===== src/rtl/shifter_pipe_pkg.sv =====
// Shared shifter definitions: op encodings, default width and
// helpers that split the barrel levels across pipeline stages.
package shifter_pipe_pkg;

    localparam int SHF_WIDTH = 32;

    // SRL/SLL/SRA keep the legacy 2-bit ALU shift codes, zero-extended.
    typedef enum logic [2:0] {
        SHF_SRL = 3'b000,
        SHF_SLL = 3'b001,
        SHF_SRA = 3'b010,
        SHF_ROR = 3'b011,
        SHF_ROL = 3'b100
    } shf_op_e;

    function automatic logic shf_legal(input logic [2:0] op);
        return op <= SHF_ROL;
    endfunction

    // Levels handled by stage s; earlier stages absorb the remainder.
    function automatic int shf_lvl_cnt(input int s, input int levels,
                                       input int stages);
        return levels / stages + ((s < levels % stages) ? 1 : 0);
    endfunction

    // Index of the first level handled by stage s.
    function automatic int shf_lvl_lo(input int s, input int levels,
                                      input int stages);
        return s * (levels / stages)
             + ((s < levels % stages) ? s : levels % stages);
    endfunction

endpackage


===== src/rtl/shifter_pipe_level.sv =====
// One combinational barrel level: shifts/rotates data by DIST when
// bit_en is set. Ports: data, bit_en, op, sign (SRA fill) -> result.
module shifter_pipe_level
    import shifter_pipe_pkg::*;
#(
    parameter int WIDTH = SHF_WIDTH,
    parameter int DIST  = 1
) (
    input  logic [WIDTH-1:0] data,
    input  logic             bit_en,
    input  logic [2:0]       op,
    input  logic             sign,
    output logic [WIDTH-1:0] result
);

    always_comb begin
        result = data;
        if (bit_en) begin
            case (op)
                SHF_SRL: result = {{DIST{1'b0}}, data[WIDTH-1:DIST]};
                SHF_SLL: result = {data[WIDTH-DIST-1:0], {DIST{1'b0}}};
                SHF_SRA: result = {{DIST{sign}}, data[WIDTH-1:DIST]};
                SHF_ROR: result = {data[DIST-1:0], data[WIDTH-1:DIST]};
                SHF_ROL: result = {data[WIDTH-DIST-1:0],
                                   data[WIDTH-1:WIDTH-DIST]};
                default: result = data;
            endcase
        end
    end

endmodule


===== src/rtl/shifter_pipe.sv =====
// Pipelined barrel shifter (SRL/SLL/SRA/ROR/ROL) with valid/ready on
// both sides. Ports: in_valid/in_ready/in_a/in_shamt/in_op/in_tag ->
// out_valid/out_ready/out_r/out_tag/out_err; clk, async rst_n.
module shifter_pipe
    import shifter_pipe_pkg::*;
#(
    parameter int WIDTH  = SHF_WIDTH,
    parameter int STAGES = 2,
    parameter int TAG_W  = 5
) (
    input  logic                     clk,
    input  logic                     rst_n,
    input  logic                     in_valid,
    output logic                     in_ready,
    input  logic [WIDTH-1:0]         in_a,
    input  logic [$clog2(WIDTH)-1:0] in_shamt,
    input  logic [2:0]               in_op,
    input  logic [TAG_W-1:0]         in_tag,
    output logic                     out_valid,
    input  logic                     out_ready,
    output logic [WIDTH-1:0]         out_r,
    output logic [TAG_W-1:0]         out_tag,
    output logic                     out_err
);

    localparam int LEVELS = $clog2(WIDTH);

    // data must stay the last field: stages splice new data below it.
    typedef struct packed {
        logic              valid;
        logic              err;
        logic              sign;
        logic [2:0]        op;
        logic [LEVELS-1:0] shamt;
        logic [TAG_W-1:0]  tag;
        logic [WIDTH-1:0]  data;
    } stage_t;

    localparam int SB = $bits(stage_t);

    stage_t head;
    stage_t nxt [STAGES];
    stage_t q   [STAGES];
    logic   stall;

    assign stall    = q[STAGES-1].valid && !out_ready;
    assign in_ready = !stall;

    // Illegal ops enter as zero data, so every level leaves them zero.
    always_comb begin
        head       = '0;
        head.valid = in_valid;
        head.err   = !shf_legal(in_op);
        head.sign  = in_a[WIDTH-1];
        head.op    = in_op;
        head.shamt = in_shamt;
        head.tag   = in_tag;
        head.data  = shf_legal(in_op) ? in_a : '0;
    end

    for (genvar s = 0; s < STAGES; s++) begin : g_stage
        localparam int LO = shf_lvl_lo(s, LEVELS, STAGES);
        localparam int N  = shf_lvl_cnt(s, LEVELS, STAGES);

        stage_t           src;
        logic [WIDTH-1:0] chain [N+1];

        if (s == 0) begin : g_head
            assign src = head;
        end else begin : g_body
            assign src = q[s-1];
        end

        assign chain[0] = src.data;

        for (genvar j = 0; j < N; j++) begin : g_lvl
            shifter_pipe_level #(
                .WIDTH (WIDTH),
                .DIST  (1 << (LO + j))
            ) u_lvl (
                .data   (chain[j]),
                .bit_en (src.shamt[LO+j]),
                .op     (src.op),
                .sign   (src.sign),
                .result (chain[j+1])
            );
        end

        assign nxt[s] = {src[SB-1:WIDTH], chain[N]};
    end

    // Stall is global: all stages, bubbles included, move together.
    always_ff @(posedge clk or negedge rst_n) begin
        if (!rst_n) begin
            for (int s = 0; s < STAGES; s++) begin
                q[s] <= '0;
            end
        end else if (!stall) begin
            for (int s = 0; s < STAGES; s++) begin
                q[s] <= nxt[s];
            end
        end
    end

    assign out_valid = q[STAGES-1].valid;
    assign out_r     = q[STAGES-1].data;
    assign out_tag   = q[STAGES-1].tag;
    assign out_err   = q[STAGES-1].err;

endmodule

===== config.mk =====
export PLATFORM = sky130hd
export DESIGN_NAME = shifter_pipe
export DESIGN_NICKNAME = d
export VERILOG_FILES = /design/src/rtl/shifter_pipe_pkg.sv /design/src/rtl/shifter_pipe_level.sv /design/src/rtl/shifter_pipe.sv
export SDC_FILE = /design/constraint.sdc
export NUM_CORES = 1
export LEC_CHECK = 0
export ABC_AREA = 1
export ABC_CLOCK_PERIOD_IN_PS = 1900
export CORE_AREA = 2 2 101 127
export CTS_BUF_LIST = sky130_fd_sc_hd__clkbuf_8
export CTS_CLUSTER_SIZE = 30
export DETAILED_ROUTE_END_ITERATION = 10
export DIE_AREA = 0 0 103 129
export PLACE_DENSITY = 0.93
export SLEW_MARGIN = 10
export SYNTH_ARGS = -nofsm -noshare
export SYNTH_HDL_FRONTEND = slang
export SYNTH_SLANG_ARGS = --single-unit
export TNS_END_PERCENT = 5

===== constraint.sdc =====
create_clock -name clk -period 1.9 [get_ports clk]
set_input_delay 0.285 -clock clk [delete_from_list [all_inputs] [get_ports clk]]
set_output_delay 0.285 -clock clk [all_outputs]
set_load 0.01 [all_outputs]

==> impl_results.md <==
* Avg Vias per Cell at 6.168
* Worst Hold Class: in2async
* Drt wl/cell at 16.42 µm
* Fmax at 532.9 MHz
* Worst skew pair latency at 370 ps
* Post-Syn Instances at 1101
* Num Clock Sinks at 84
* Clock Root Buffer: clkbuf_8
* Max H-tree Level at 3
* Reg-to-reg slack, setup at 70 ps
* Peak supply drop at 0.4096 mV
* Min Tclk post-route at 1877 ps
* Switching share of power at 0.4008
* Outcome: finished, final reports clean
* CP Max Fanout at 7
* Post-Syn Area at 6877 µm²
* CP Launch Type: input port
* Largest net degree at the start of global routing at 121
* Seq/Total Area, Yosys at 0.3057
* Register bit total from synthesis at 84
* Via Count at 8419
* # rows at 45
* Fill cell count at 987
* Synth Net Count at 1150
* Antenna-violating nets left at 0
* Power per cell area at 812.0 nW/µm²
* Final setup vio count at 0
* Share of layout cells above drive strength 1 at 0.1332
* Clk buf depth at 2
* Total global routing overflow at 0
* Post-Route Setup TNS at 0 ps
* First-pass GRT wire length at 34.74 mm
* CTS Buf Count at 9
* Ys Warns at 0
* Reg2reg start: g_stage[1].src[43]
* Placed instance area at 8249 µm²
* Logic pwr share at 0.471
* Initial Util at 0.5707
* Least-Margin Pin Slew at 529.0 ps
* Internal power at 0.004238 W
* Relative slew slack at 0.6473
* Drc violations at 0
* Net count, final at 1246
* Sequential Power Share at 0.356
* Utilization after layout at 0.7228
* Chip width at 103 µm
* Final slew viol count at 0
* Crit Path Category: in2reg
* Max-Cap Viols at 0
* R2R Path End: out_r[9]
* Clk pin slew, worst setup/hold paths at 80 ps
* Diode count at 0
* Clock power share at 0.173
* Final hold violation count at 0
* CTS tree: yes
* PortBufs at 88
* Initial antenna violation count at 0
* NetSw at 0.002834 W
* Synth unique cells at 28
* Initial DRC count at 1017
* Syn avg cell area at 6.246 µm²
* Critical Path AT at 2170 ps
* Core area at 12050 µm²
* Die Area at 13290 µm²
* Routed WL at 22.41 mm
* DR pass1 iterations at 7
* Kind of end point of the critical path: flip-flop
* Depth of the most critical reg-to-reg path at 10
* RSZ-0062 raised after global routing: true
* GRT Resource Usage Total at 0.3256
* # IOs at 89
* Leakage at 4.136 nW
* Area grow syn2layout at 26.66%
* DPL Wire Length at 15.83 mm
* Clock skew at 14.67 ps
* Vias in the first global route at 7348
* Critical path data required time at 2200 ps
* Die Y at 129 µm
* Placer's final routability congestion estimate at 0.9953
* Final Instance Area at 8710 µm²
* Final Cycle Share at 0.9877
[final cells by class]
class	count	area, µm²	area share
clock inverters	6	66.31	0.007614
repair buffers	162	1672	0.1919
multi-input cells	859	4228	0.4854
inverters	81	311.5	0.03577
clock buffers	9	123.9	0.01422
well taps	164	205.2	0.02356
flip-flops and latches	84	2103	0.2415
[placed cells by master (no fill, tap or decap), types with 3 or more instances in the layout]
cell / instances
a21oi_1: 47
a22o_1: 7
buf_12: 14
buf_4: 55
clkbuf_16: 3
clkbuf_8: 9
clkdlybuf4s50_1: 84
clkinvlp_4: 3
dfrtp_1: 83
inv_1: 74
inv_2: 5
nand2_1: 370
nand3_1: 214
nand3_2: 29
nand4_1: 3
nor2_1: 18
nor2_2: 12
nor2_4: 7
o211ai_1: 8
o21ai_0: 52
o21ai_1: 46
o21ai_2: 5
o221ai_1: 17
o22ai_1: 13
[per-stage QoR]
step           std cells  total power, W  hold slack [ps]  worst slack (ps)
3_5_place_dp        1343        0.005677            228.8            -412.0
5_1_grt             1365        0.007522            426.7            -91.90
3_3_place_gp        1343        0.005572            223.7            -369.6
4_1_cts             1359        0.006910            378.9             18.99
6_report            1365        0.007072            378.0             23.41
2_1_floorplan       1101        0.004300           -10.59             225.1
[kinds of logic after synthesis]
group,share of synthesized area
buffers and inverters,0.1001
flip-flops,0.3057
AND/OR/NAND/NOR,0.4261
AO/OA/AOI/OAI,0.1681
[worst max-delay path by stage]
stage | startpoint | endpoint | slack (ps) | depth (start not counted)
4_1_cts | in_op[2] | g_stage[1].chain[88] | 20 | 13
3_3_place_gp | in_op[0] | g_stage[1].chain[82] | -370 | 14
2_1_floorplan | g_stage[1].src[43] | out_r[27] | 230 | 8
5_1_grt | in_op[0] | g_stage[1].chain[88] | -90 | 12
3_5_place_dp | in_op[0] | g_stage[1].chain[88] | -410 | 13
6_report | in_op[0] | g_stage[1].chain[66] | 20 | 14
[per-layer routing]
layer | track usage | vias to the layer above | share of wire | routed length [µm]
met5 | 0 | - | 0 | 0
met4 | 0.1757 | 0 | 0.058 | 1302
met3 | 0.02770 | 139 | 0.090 | 2006
met2 | 0.5401 | 625 | 0.48 | 10660
met1 | 0.4168 | 3763 | 0.38 | 8440
li1 | - | 3892 | - | -
[critical path, cell delays in order]
cell and delay (ps):
dlygate4sd2_1 300, nor2_4 180, nor2_4 60, buf_12 140, buf_12 140, nor2_1 160
nand2_1 110, nand3_1 160, nand3_1 110, nand3_1 180, nand2_1 80, a21oi_1 130
nand2_1 70, nand2_1 60
[sequential cells by signal (all words and copies together), names as in the netlist]
register / count
g_stage.chain: 32
out_valid: 1
g_stage.src: 13
out_tag: 5
out_err: 1
out_r: 32
[power groups by stage]
| stage | Sequential (W) | Clock, W | Combinational [W] |
|---|---|---|---|
| floorplan | 0.00260 | 0 | 0.00170 |
| global placement | 0.00252 | 0 | 0.00306 |
| detailed placement | 0.00254 | 0 | 0.00313 |
| CTS | 0.00251 | 0.00124 | 0.00316 |
| global route | 0.00257 | 0.00132 | 0.00363 |
| finish | 0.00252 | 0.00122 | 0.00333 |
[timing repair]
| item | in CTS | in global routing |
|---|---|---|
| endpoints found under the setup margin | 12 | 55 |
| pin swaps | 0 | 3 |
| buffers inserted | 0 | 2 |
| hold buffers | 1 | 0 |
| gates resized for setup | 3 | 43 |
| hold endpoints to repair | 30 | 0 |
| gates cloned | 0 | 4 |
[cell usage after synthesis]
library cell | count | area, µm²
a21oi_4 | 1 | 16.27
clkbuf_1 | 32 | 120.1
nand3_2 | 14 | 140.1
o211ai_1 | 8 | 60.06
buf_2 | 22 | 110.1
nor2_2 | 12 | 75.07
nand2_1 | 371 | 1393
o221ai_1 | 17 | 148.9
a21oi_1 | 48 | 240.2
buf_6 | 4 | 45.04
o21ai_2 | 1 | 8.760
buf_4 | 10 | 75.07
nor3_1 | 1 | 5.000
dfrtp_1 | 84 | 2102
a22o_1 | 7 | 61.31
inv_1 | 74 | 277.8
nand2_2 | 3 | 18.77
o21ai_0 | 60 | 300.3
nor2_1 | 21 | 78.83
nor2_4 | 4 | 45.04
inv_2 | 7 | 26.28
o22ai_1 | 15 | 93.84
nand4_1 | 3 | 18.77
nor3_2 | 1 | 10.01
buf_1 | 9 | 33.78
o21ai_4 | 1 | 16.27
o21ai_1 | 42 | 210.2
nand3_1 | 229 | 1146
Power figures use the tool's default switching activity.
